<file path="config.mk">
export PLATFORM = sky130hd
export DESIGN_NAME = saber_mac_lanes_flat
export DESIGN_NICKNAME = d
export VERILOG_FILES = /design/src/rtl/saber_mac_lanes_if.sv /design/src/rtl/saber_mac_lanes.sv /design/src/flat_wrapper.sv
export SDC_FILE = /design/constraint.sdc
export NUM_CORES = 1
export LEC_CHECK = 0
export ABC_AREA = 1
export BUFFER_PORTS_ARGS = -buffer_cell sky130_fd_sc_hd__buf_2
export CORE_ASPECT_RATIO = 0.8
export CORE_MARGIN = 2
export CORE_UTILIZATION = 53
export CTS_CLUSTER_SIZE = 12
export DETAILED_ROUTE_END_ITERATION = 10
export GPL_ROUTABILITY_DRIVEN = 1
export PLACE_DENSITY = 0.8
export SLEW_MARGIN = 20
export SYNTH_ARGS = -nofsm -noshare
export SYNTH_HDL_FRONTEND = slang
export SYNTH_SLANG_ARGS = --single-unit
</file>
<file path="constraint.sdc">
create_clock -name clk -period 4.4 [get_ports clk]
set_input_delay 0.44 -clock clk [delete_from_list [all_inputs] [get_ports clk]]
set_output_delay 0.44 -clock clk [all_outputs]
set_load 0.02 [all_outputs]
</file>
<file path="src/rtl/saber_mac_lanes_if.sv">
// Stream bundle for saber_mac_lanes: coefficient/secret beats in, accumulator words out.
interface saber_mac_lanes_if #(
  parameter int LANES = 4,
  parameter int QW    = 13,
  parameter int SW    = 4,
  parameter int OW    = 16
);
  logic                  in_valid;
  logic                  in_ready;
  logic [QW-1:0]         a;
  logic [LANES*SW-1:0]   s;
  logic [LANES*QW-1:0]   r;
  logic                  neg;
  logic                  out_valid;
  logic                  out_ready;
  logic [LANES*OW-1:0]   result;
  logic                  err;

  modport master (
    output in_valid, a, s, r, neg, out_ready,
    input  in_ready, out_valid, result, err
  );

  modport slave (
    input  in_valid, a, s, r, neg, out_ready,
    output in_ready, out_valid, result, err
  );
endinterface

</file>
<file path="src/rtl/saber_mac_lanes.sv">
// Two-stage multi-lane multiply-accumulate for the Saber schoolbook multiplier:
// result[i] = r[i] +/- a*|s[i]| mod 2^QW, with a single shared pipeline enable.
module saber_mac_lanes #(
  parameter int LANES   = 4,
  parameter int QW      = 13,
  parameter int SW      = 4,
  parameter int MAX_MAG = 4,
  parameter int OW      = 16
) (
  input logic              clk,
  input logic              rst,
  saber_mac_lanes_if.slave mac
);

  localparam int MW = SW - 1;

  logic                r_v1;
  logic                r_v2;
  logic                r_err;
  logic [LANES*OW-1:0] r_result;
  logic [QW-1:0]       r_acc  [LANES];
  logic                r_sgn  [LANES];
  logic [MW-1:0]       r_mag  [LANES];
  logic [QW-1:0]       r_mult [1:MAX_MAG];

  logic                w_en;
  logic                w_accept;
  logic                w_illegal;
  logic [QW-1:0]       w_mult [1:MAX_MAG];
  logic [QW-1:0]       w_prod [LANES];
  logic [QW-1:0]       w_lane [LANES];
  logic [LANES*OW-1:0] w_result;

  assign w_en         = !r_v2 || mac.out_ready;
  assign w_accept     = mac.in_valid && w_en;
  assign mac.in_ready = w_en;

  // a*k built as a doubling/adding chain so no multiplier is inferred
  for (genvar k = 1; k <= MAX_MAG; k++) begin : g_mult
    if (k == 1) begin : g_one
      assign w_mult[k] = mac.a;
    end else if ((k % 2) == 0) begin : g_even
      assign w_mult[k] = {w_mult[k/2][QW-2:0], 1'b0};
    end else begin : g_odd
      assign w_mult[k] = w_mult[k-1] + mac.a;
    end
  end

  always_comb begin
    w_illegal = 1'b0;
    for (int i = 0; i < LANES; i++) begin
      if (int'(mac.s[i*SW +: MW]) > MAX_MAG) w_illegal = 1'b1;
    end
  end

  // Out-of-range and zero magnitudes both fall through to a zero product
  always_comb begin
    w_result = '0;
    for (int i = 0; i < LANES; i++) begin
      w_prod[i] = '0;
      for (int k = 1; k <= MAX_MAG; k++) begin
        if (int'(r_mag[i]) == k) w_prod[i] = r_mult[k];
      end
      w_lane[i] = r_sgn[i] ? (r_acc[i] - w_prod[i]) : (r_acc[i] + w_prod[i]);
      w_result[i*OW +: OW] = OW'(w_lane[i]);
    end
  end

  always_ff @(posedge clk or posedge rst) begin
    if (rst) begin
      r_v1     <= 1'b0;
      r_v2     <= 1'b0;
      r_err    <= 1'b0;
      r_result <= '0;
      for (int i = 0; i < LANES; i++) begin
        r_acc[i] <= '0;
        r_sgn[i] <= 1'b0;
        r_mag[i] <= '0;
      end
      for (int k = 1; k <= MAX_MAG; k++) begin
        r_mult[k] <= '0;
      end
    end else begin
      if (w_en) begin
        r_v1 <= mac.in_valid;
        if (mac.in_valid) begin
          for (int i = 0; i < LANES; i++) begin
            r_acc[i] <= mac.r[i*QW +: QW];
            r_sgn[i] <= mac.s[i*SW + SW - 1] ^ mac.neg;
            r_mag[i] <= mac.s[i*SW +: MW];
          end
          for (int k = 1; k <= MAX_MAG; k++) begin
            r_mult[k] <= w_mult[k];
          end
        end
        r_v2 <= r_v1;
        if (r_v1) r_result <= w_result;
      end
      if (w_accept && w_illegal) r_err <= 1'b1;
    end
  end

  assign mac.out_valid = r_v2;
  assign mac.result    = r_result;
  assign mac.err       = r_err;

endmodule

</file>
<file path="src/flat_wrapper.sv">
// flat-port wrapper written by rule: the top's interface ports become plain ports
module saber_mac_lanes_flat 
#(
  parameter int LANES   = 4,
  parameter int QW      = 13,
  parameter int SW      = 4,
  parameter int MAX_MAG = 4,
  parameter int OW      = 16
)
  (clk, rst, mac_in_valid, mac_a, mac_s, mac_r, mac_neg, mac_out_ready, mac_in_ready, mac_out_valid, mac_result, mac_err);
  saber_mac_lanes_if #(.LANES(LANES), .QW(QW), .SW(SW), .OW(OW)) mac_i ();
  input logic clk;
  input logic rst;
  input wire logic [$bits(mac_i.in_valid)-1:0] mac_in_valid;
  input wire logic [$bits(mac_i.a)-1:0] mac_a;
  input wire logic [$bits(mac_i.s)-1:0] mac_s;
  input wire logic [$bits(mac_i.r)-1:0] mac_r;
  input wire logic [$bits(mac_i.neg)-1:0] mac_neg;
  input wire logic [$bits(mac_i.out_ready)-1:0] mac_out_ready;
  output wire logic [$bits(mac_i.in_ready)-1:0] mac_in_ready;
  output wire logic [$bits(mac_i.out_valid)-1:0] mac_out_valid;
  output wire logic [$bits(mac_i.result)-1:0] mac_result;
  output wire logic [$bits(mac_i.err)-1:0] mac_err;
  assign mac_i.in_valid = mac_in_valid;
  assign mac_i.a = mac_a;
  assign mac_i.s = mac_s;
  assign mac_i.r = mac_r;
  assign mac_i.neg = mac_neg;
  assign mac_i.out_ready = mac_out_ready;
  assign mac_in_ready = mac_i.in_ready;
  assign mac_out_valid = mac_i.out_valid;
  assign mac_result = mac_i.result;
  assign mac_err = mac_i.err;
  saber_mac_lanes #(.LANES(LANES), .QW(QW), .SW(SW), .MAX_MAG(MAX_MAG), .OW(OW)) u_core (.clk(clk), .rst(rst), .mac(mac_i));
endmodule
</file>
==> qor.yml <==
detailed_routing:
  ant_nets: 0
  firstDrtPassIters: 6
  initialDrtViolationCount: 1075
  wl_um: 32560
  route.vias.total: 11020
  via_per_inst: 5.451
  drc: 0
  wl_per_cell_um: 16.11
yosys:
  syn_inst: 1635
  yosysWarnings: 0
  yosysTopAreaCell: "dfrtp_1"
  synthFlopType: "dfrtp_1"
  ys_top_cells_by_count: "nand2_1 (543), dfrtp_1 (148), inv_1 (143), nand3_1 (128), nor2_1 (122)"
  ys_types: 44
  synth_seq_cells: 148
  ys_seq_area_frac: 0.3308
  netlist.area_leader.share: 0.3308
  synth_area_per_cell_um2: 6.847
  synth.area.top_cells: "dfrtp_1 (33%), nand2_1 (18%), ha_1 (7.0%)"
  synth_most_common_cell: "nand2_1"
  synth_area_um2: 11190
  synth-edff-count: 0
  async_reset_ff_frac: 1.000
timing:
  slew_viol_final: 0
  period_needed_ps: 3708
  hold_viol_final: 0
  setup_viol: 0
  setup_ws_ps: 691.6
  tightestPinTransition_ps: 995.0
  fin_crit_sh: 0.8428
  tns_ps: 0
  fin_hold_ws_ps: 53.61
  rsz0062_at_grt: "no"
  slew_headroom: 0.3367
  clock.fmax_ghz: 0.2697
  clock_skew_ps: 12.79
grt:
  grt_pass1_wl_um: 53060
  grt_antenna_before_repair: 0
  grt.overflow.total: 0
  grt_pass1_vias: 10570
  grt_max_degree: 97
  grt_usage: 0.2947
clock_network:
  cts_buffer_depth: 2
  cts_hold_buf: 0
  cts_buffers: 17
  clk_latency_ps: 440
  post-cts-setup-buffers: 0
  cts_root_buf: "clkbuf_16"
  cts.reportedPaths.clkPinSlew_ps: 70
  cts_resized: 0
  cts_htree_levels: 4
  clkSinkCount: 148
  cts_tree: "done"
floorplan:
  core_area_um2: 20700
  num_io_pins: 153
  fp.dieW_um: 166.5
  start_util: 0.5408
  dieArea_um2: 22310
  rows: 47
  die_h_um: 134.0
finish:
  fillers: 1917
  final_nets: 1897
  area_delta_synth_final_pct: 12.71
  fin_area_um2: 12620
  antennaDiodeCount: 0
  finish.utilization: 0.6095
  regArea_um2: 3704
  drive_gt1_frac: 0.1473
  final_cells: 2021
  multiInputGateArea_um2: 6596
place:
  io_buffers: 140
  placed_cells: 1993
  dpl_cell_area_um2: 12010
  post-dp-hpwl_um: 23590
  dp_slack_ps: 825.4
  place_congestion: 0.9432
setup_path:
  crit_fanout: 11
  worstSetupStartpointType: "flip-flop"
  arrival_ps: 4000
  crit_type: "reg -> reg"
  worstPathRequired_ps: 4690
  endpoint_kind: "flip-flop"
  rrSetupSlack_ps: 690
power:
  power_density_nw_per_um2: 628.1
  p_total_mw: 7.925
  power.leakage_nw: 6.680
  vdd_drop_max_uv: 385.6
min_path:
  hp-class: "in -> async"
run:
  maxCapViolCount: 0
outcome:
  outcome: "finished, final reports clean"
## kinds of logic after synthesis
kind of cell	count (synthesis)	synth area share
AOI/OAI and AO/OA	244	0.1187
xor gates and xnor gates	46	0.03599
and+or+nand+nor	897	0.3503
buffers and inverters	231	0.08450
other	1	0.0003350
DFF	148	0.3308
adders and majority gates	68	0.07936
## sequential cells by signal, summed over array words and instances, names as in the netlist
signal                flops
u_core.r_mult            25
u_core.mac.result        52
u_core.mac.out_valid      1
u_core.r_acc             52
u_core.mac.err            1
u_core.r_v1               1
u_core.r_mag             12
u_core.r_sgn              4
## per-layer routing
metal,share of wire,GRT usage,vias to the layer above
li1,-,-,5511
met5,0,0,-
met2,0.45,0.4784,388
met4,0.027,0.1001,0
met1,0.46,0.3993,5051
met3,0.067,0.05577,67
## cell usage in the layout (no fill, tap or decap), types with 4 or more instances in the layout
master,Yosys,final
nand2_1,543,542
dfrtp_1,148,148
inv_1,143,142
buf_2,6,140
nand3_1,128,128
nor2_1,122,121
o21ai_0,119,119
ha_1,63,63
a21oi_1,60,60
nand4_1,29,29
xnor2_1,26,26
xor2_1,20,20
o21ai_1,19,19
inv_2,19,18
a31oi_1,18,18
clkbuf_16,0,17
nor2_2,16,16
nor3_1,15,15
conb_1,1,12
nand2_2,8,9
nor2_4,8,9
nand3_2,9,9
o21a_1,7,7
o31ai_1,6,6
o21ai_2,6,6
or2_2,5,5
fa_1,5,5
nand4_2,4,4
bufinv_16,0,4
buf_4,15,4
## worst paths after layout
| kind | from | cells past startpoint | to |
|---|---|---|---|
| worst max-delay path | u_core.r_mag[7] | 20 | u_core.mac.result[27] |
| worst min-delay path | rst | 2 | u_core.r_acc[30] |
| worst max register to register | u_core.r_mag[7] | 20 | u_core.mac.result[27] |
| worst min register to register | u_core.mac.result[33] | 2 | u_core.mac.result[33] |
| max in group asynchronous | rst | 3 | u_core.mac.result[57] |
| min in group clk | mac_r[14] | 3 | u_core.r_acc[27] |
## worst max-delay path, cell delays in order, from the launching register on
cell and delay (ps):
dfrtp_1 560, inv_2 170, nor2_4 310, inv_1 130, o21ai_2 200, ha_1 220
nand3_2 110, nor2_4 120, nand3_2 80, nand2_2 110, xor2_1 170, ha_1 320
a21oi_1 200, o21a_1 140, nand3_1 110, nand2_1 80, inv_1 50, o21ai_0 250
nand2_1 100, nand2_1 70, a31oi_1 60
## final cells by class
type                       instances  share of cell area
multi-input combinational       1267              0.5228
sequential                       148              0.2935
timing repair buffer             145             0.05950
inverter                         164             0.04919
clock buffer                      20             0.03620
tap                              269             0.02668
clock inverter                     8             0.01210
## where the power goes
part / internal, mW / switching (mW)
Clock: 0.969 / 0.591
Sequential: 1.74 / 0.396
Combinational: 1.50 / 2.73
Total: 4.21 / 3.71
No activity file was read; power rests on OpenSTA's default activity.
